**src/rtl/conv_mac.sv**
```systemverilog
// Serial signed dot-product engine: snapshots one window and kernel, then accumulates one tap per cycle.
// Define CONV_MAC_SAT_EN to clamp the final sum to the signed WIDTH range before it is presented.
module conv_mac #(
  parameter int LEN   = 8,
  parameter int WIDTH = 16,
  parameter int ACC_W = 2*WIDTH + $clog2(LEN)
) (
  input  logic                   clk,
  input  logic                   rst,
  input  logic [LEN*WIDTH-1:0]   in_data,
  input  logic                   in_valid,
  output logic                   in_ready,
  input  logic [LEN*WIDTH-1:0]   kernel,
  output logic [ACC_W-1:0]       result,
  output logic                   out_valid,
  input  logic                   out_ready
);

  localparam int IDX_W = (LEN > 1) ? $clog2(LEN) : 1;
  localparam logic [IDX_W-1:0] LAST_IDX = IDX_W'(LEN-1);

  typedef enum logic [1:0] {
    IDLE = 2'd0,
    MAC  = 2'd1,
    OUT  = 2'd2
  } state_t;

  state_t                   r_state;
  state_t                   w_nextState;
  logic [LEN*WIDTH-1:0]     r_win;
  logic [LEN*WIDTH-1:0]     r_ker;
  logic signed [ACC_W-1:0]  r_acc;
  logic [IDX_W-1:0]         r_idx;

  logic signed [WIDTH-1:0]   w_winTap;
  logic signed [WIDTH-1:0]   w_kerTap;
  logic signed [2*WIDTH-1:0] w_winExt;
  logic signed [2*WIDTH-1:0] w_kerExt;
  logic signed [2*WIDTH-1:0] w_prod;
  logic signed [ACC_W-1:0]   w_prodExt;
  logic signed [ACC_W-1:0]   w_sum;
  logic signed [ACC_W-1:0]   w_final;

  // Operands are widened to 2*WIDTH first so the product is the exact signed result.
  assign w_winTap  = r_win[r_idx*WIDTH +: WIDTH];
  assign w_kerTap  = r_ker[r_idx*WIDTH +: WIDTH];
  assign w_winExt  = {{WIDTH{w_winTap[WIDTH-1]}}, w_winTap};
  assign w_kerExt  = {{WIDTH{w_kerTap[WIDTH-1]}}, w_kerTap};
  assign w_prod    = w_winExt * w_kerExt;
  assign w_prodExt = {{(ACC_W-2*WIDTH){w_prod[2*WIDTH-1]}}, w_prod};
  assign w_sum     = r_acc + w_prodExt;

`ifdef CONV_MAC_SAT_EN
  localparam logic signed [ACC_W-1:0] SAT_MAX = {{(ACC_W-WIDTH+1){1'b0}}, {(WIDTH-1){1'b1}}};
  localparam logic signed [ACC_W-1:0] SAT_MIN = {{(ACC_W-WIDTH+1){1'b1}}, {(WIDTH-1){1'b0}}};

  always_comb begin
    w_final = w_sum;
    if (w_sum > SAT_MAX) begin
      w_final = SAT_MAX;
    end else if (w_sum < SAT_MIN) begin
      w_final = SAT_MIN;
    end
  end
`else
  assign w_final = w_sum;
`endif

  // Gated by rst so nothing upstream sees a ready while the block is held in reset.
  assign in_ready = (r_state == IDLE) && !rst;

  always_comb begin
    w_nextState = r_state;
    case (r_state)
      IDLE: if (in_valid) w_nextState = MAC;
      MAC:  if (r_idx == LAST_IDX) w_nextState = OUT;
      OUT:  if (out_ready) w_nextState = IDLE;
      default: w_nextState = IDLE;
    endcase
  end

  always_ff @(posedge clk or posedge rst) begin
    if (rst) begin
      r_state   <= IDLE;
      r_win     <= '0;
      r_ker     <= '0;
      r_acc     <= '0;
      r_idx     <= '0;
      result    <= '0;
      out_valid <= 1'b0;
    end else begin
      r_state <= w_nextState;
      case (r_state)
        IDLE: begin
          if (in_valid) begin
            r_win <= in_data;
            r_ker <= kernel;
            r_acc <= '0;
            r_idx <= '0;
          end
        end
        MAC: begin
          r_acc <= w_sum;
          if (r_idx == LAST_IDX) begin
            r_idx     <= '0;
            result    <= w_final;
            out_valid <= 1'b1;
          end else begin
            r_idx <= r_idx + IDX_W'(1);
          end
        end
        OUT: begin
          if (out_ready) out_valid <= 1'b0;
        end
        default: ;
      endcase
    end
  end

endmodule

```
**config.mk**
```make
export PLATFORM = sky130hd
export DESIGN_NAME = conv_mac
export DESIGN_NICKNAME = d
export VERILOG_FILES = /design/src/rtl/conv_mac.sv
export SDC_FILE = /design/constraint.sdc
export NUM_CORES = 2
export LEC_CHECK = 0
export ABC_AREA = 1
export CAP_MARGIN = 10
export CORE_ASPECT_RATIO = 1.2
export CORE_UTILIZATION = 40
export CTS_CLUSTER_SIZE = 16
export DETAILED_ROUTE_END_ITERATION = 12
export MAX_ROUTING_LAYER = met4
export PLACE_DENSITY_LB_ADDON = 0.08
export SLEW_MARGIN = 20
export SYNTH_ARGS = -nofsm -noshare
export SYNTH_HDL_FRONTEND = slang
export SYNTH_SLANG_ARGS = --single-unit
```
**constraint.sdc**
```tcl
create_clock -name clk -period 13.9 [get_ports clk]
set_input_delay 1.39 -clock clk [delete_from_list [all_inputs] [get_ports clk]]
set_output_delay 1.39 -clock clk [all_outputs]
set_load 0.01 [all_outputs]
```
Word-level counts from Yosys, hierarchy flattened
Index checks and enable logic that the tools add are counted.

$add $sub $neg: 2. Multiply operators: 1. Equal/unequal tests: 6. Shifts and indexed selects: 2. Muxes and demuxes: 12. Reductions and logical operators: 10.

Operators by type and width (number): variable part select 128 x 8 -> 16 bit (2); case mux 35 bit (2 select lines) (1); adder 35 x 32 -> 35 bit (1); two-way mux 35 bit (1); multiplier 16 x 16 -> 32 bit (1); two-way mux 2 bit (3); two-way mux 3 bit (2); inequality test 2 bit (second input constant) (3); case mux 2 bit (3 select lines) (1); case mux 3 bit (2 select lines) (1); AND reduction 2 bit (3); AND reduction 3 bit (2); nonzero test 2 bit (2); adder 3 x 1 -> 3 bit (second input constant) (1); == test 3 bit (second input constant) (1); == test 2 x 1 -> 1 bit (second input constant) (1); == test 2 bit (second input constant) (1); logical NOT 2 bit (1); two-way mux 1 bit (2); case mux 1 bit (2 select lines) (1); logical AND 1 bit (1); logical NOT 1 bit (1).

Flip-flop bits (word level): 332. Output and inout bits: 37. Logic and storage cells: 40.

Logic depth before layout (Yosys ltp)
Word-level depth: 4. Depth in mapped cells: 36. Depth with buffers taken out: 33.

Worst setup path before layout
OpenSTA, ideal clock, no wires.

Path kind: register -> register. Start: register r_idx[0]. End: register r_acc[26]. Setup time: 118 ps. Data arrival time: 6092 ps. Setup slack: 7690 ps. Cell stages (with the launch flop): 30. Buffers on the path: 3. Cell sequence: dfrtp_1 -> buf_6 -> buf_8 -> buf_6 -> a21oi_1 -> o21ai_1 -> o21ai_1 -> inv_1 -> o21ai_2 -> inv_2 -> nor2_1 -> inv_1 -> fa_1 -> inv_1 -> fa_1 -> fa_1 -> fa_1 -> fa_1 -> inv_1 -> fa_1 -> inv_1 -> ha_1 -> nand2_1 -> nor2_1 -> nand2_1 -> or2_2 -> nand3_1 -> nand2_1 -> nand3_1 -> nand2_1.

Longest elaborated chain between the ends: 4. Elaborated cells on any way between the ends: 5. Classes of those cells: add/sub (1); mul (1); shift (2); mux (1).

Ends and longest elaborated chain: start: declaration (line 33) `logic [IDX_W-1:0] r_idx;`; start signal: assignment (line 109) `r_idx <= r_idx + IDX_W'(1);`; variable part select 128 x 8 -> 16 bit (on tied branches) (line 45, 46); multiplier 16 x 16 -> 32 bit (*) (line 49) `assign w_prod = w_winExt * w_kerExt;`; adder 35 x 32 -> 35 bit (*) (line 51) `assign w_sum = r_acc + w_prodExt;`; case mux 35 bit (2 select lines) (*) (line 93) `case (r_state)`; end signal: assignment (line 103) `r_acc <= w_sum;`; end: declaration (line 32) `logic signed [ACC_W-1:0] r_acc;`.

Every way passes the cells marked *; elsewhere a longest branch is shown, timed or not. A chain may end at the register's enable or synchronous reset.

Final worst setup path
Start: register r_idx[0]. End: register r_acc[32].

Same word-level chain as after synthesis.

==> flow_summary.json <==
{
  "grt_pass1_wl_um": 132000,
  "gp_congestion": 0.973,
  "root_buffer": "clkbuf_16",
  "slowest_stage": "dfrtp_4",
  "final_common_cell": "nand2_1",
  "syn_nets": 3994,
  "cts_hold_buf": 0,
  "ys_seq_elements": 332,
  "critPathLaunchType": "flop",
  "drtIter0Drc": 1167,
  "maxCapViolCount": 0,
  "area_delta_synth_final_pct": 17.7,
  "stdcell_area_um2": 31600,
  "yosysSeqAreaShare_pct": 31.0,
  "synth-main-ff-cell": "dfrtp_1",
  "ys_types": 36,
  "yosys_warnings": 0,
  "critPathKind": "reg2reg",
  "finalSetupViolCount": 0,
  "io_buffers": 296,
  "grt_start_max_net_pins": 147,
  "rsz0062_at_grt": "no",
  "synthArstFlopShare_pct": 100,
  "ant_nets": 0,
  "die_w_um": 238,
  "crit_start": "r_idx[0]",
  "synth_edf_count": 0,
  "wire_per_inst_um": 18.7,
  "die_h_um": 286,
  "min_period_over_period_pct": 61.8,
  "std_cell_rows": 103,
  "wl_um": 83300,
  "clkTransAtPathRegs_ns": 0.06,
  "io_pins": 297,
  "cts_htree_levels": 2,
  "syn_inst": 3318,
  "status": "finished, final reports clean",
  "slew_violations": 0,
  "clock_latency_ns": 0.58,
  "layout.nets": 4209,
  "timing.fmax_mhz": 116,
  "hold_path_startpoint": "r_win[43]",
  "final_cell_mix": "1087 x nand2_1, 515 x inv_1, 330 x dfrtp_1, 310 x fa_1, 296 x clkdlybuf4s50_1",
  "syn_area_um2": 26800,
  "antenna_found_initial": 2,
  "hp-class": "reg2reg",
  "grt_overflow": 0,
  "vias": 21883,
  "die-area_um2": 68100,
  "arrival_ns": 9.04,
  "post_dp_cell_area_um2": 30300,
  "grt_pass1_vias": 23052,
  "cts_tree": "done",
  "clockBufferDepth": 3,
  "grt_usage_pct": 26.0,
  "cts_buffers": 39,
  "vias_per_cell": 4.91,
  "hpwl_um": 65300,
  "cts_sinks": 332,
  "tightestPinTransition_ns": 1.03,
  "final_hold_viol_count": 0,
  "postSynthAreaPerCell_um2": 8.08,
  "relSlewSlack_pct": 31.6,
  "cp_max_fo": 101,
  "critPathCaptureType": "flop",
  "firstDrtPassIters": 8,
  "r2r_start": "r_idx[0]",
  "post_cts_buffers": 0,
  "fin_crit_ns": 8.59,
  "required_ns": 14.35,
  "critical_path.most_common_cell": "nand2_1",
  "tns_ns": 0,
  "slowest_delay_ns": 0.94,
  "initial_core_util_pct": 40.6,
  "skew_ns": 0.0179,
  "fillers": 6653,
  "core_um2": 66000,
  "fin_ws_ns": 5.31,
  "drive_gt1_share_pct": 4.32,
  "post_cts_resize_count": 0,
  "place_worst_setup_slack_ns": 5.32,
  "drc_errors": 0
}
-- flip-flops by register name, indices dropped and copies added, names as in the netlist --
signal / cells
out_valid: 1
r_acc: 35
r_idx: 3
r_ker: 128
r_state: 2
r_win: 128
result: 35
-- layout make-up --
cell class	instances	area (um2)	area share, %
clock inverter	9	149	0.472
inverter	548	2090	6.63
timing repair buffer	312	3100	9.83
clock buffer	61	1160	3.67
tap	892	1120	3.53
antenna	2	5.00	0.0159
multi-input combinational	2300	15600	49.5
sequential	332	8320	26.3
-- layer usage --
layer  vias up  share of wire (%)  GRT usage, %
li1      10438                  -             -
met2       589                 47          41.5
met1     10716                 45          34.1
met5         -                  0             -
met4         0                4.1          9.68
met3       140                3.9          2.75
-- metrics by stage --
stage	std cells	utilization (%)	hold WS, ns
6_report	4456	47.8	0.473
3_3_place_gp	4383	45.8	0.459
2_1_floorplan	3318	-	0.444
5_1_grt	4456	47.8	0.485
4_1_cts	4454	47.8	0.476
3_5_place_dp	4384	45.9	0.459
-- cell usage after synthesis (3+ instances only) --
library cell     n  area share (%)
nand2_1       1088              15
inv_1          517             7.2
dfrtp_1        332              31
fa_1           310              23
nor2_1         276             3.9
o21ai_0        201             3.8
ha_1           106             4.9
nand3_1         70             1.3
o21ai_1         69             1.3
a21oi_1         68             1.3
buf_2           59             1.1
clkbuf_1        40            0.56
inv_2           25            0.35
buf_6           22            0.92
o21ai_2         16            0.52
o22ai_1         15            0.35
o21ai_4         12            0.73
buf_4           10            0.28
nand4_1          9            0.21
xnor2_1          9            0.29
nand3b_1         8            0.22
o21bai_1         7            0.20
or2_2            7            0.16
a21oi_2          6            0.20
inv_4            6            0.14
nor3_1           6            0.11
buf_1            5           0.070
and3_1           4           0.093
a21o_1           3           0.084
o21a_1           3           0.084
-- final timing paths --
check	endpoint	slack [ns]	depth (start not counted)
max	r_acc[32]	5.31	26
min	r_win[43]	0.47	2
max reg2reg	r_acc[32]	5.31	26
min reg2reg	r_win[43]	0.47	2
max in group asynchronous	r_win[100]	11.09	3
min in group asynchronous	r_ker[110]	1.41	2
-- worst max-delay path: cells and delay by family (launching register included) --
kind,cells,cell delay [ns]
fa+ha+maj,7,3.33
simple gates,11,1.84
buf+inv,5,1.12
compound gates,3,1.12
flops,1,0.94
-- cells by family after synthesis --
logic type,after synthesis,synth area share [%]
AND/OR/NAND/NOR,1471,21.3
buffers and inverters,686,10.8
adder cells (fa/ha/maj),416,28.1
AO/OA/AOI/OAI,402,8.52
flip-flops,332,31.0
XOR/XNOR,11,0.359
Power is left out: the tool's default activity adds up to more than one toggle a clock period on the data nets, which glitch-free logic cannot reach.
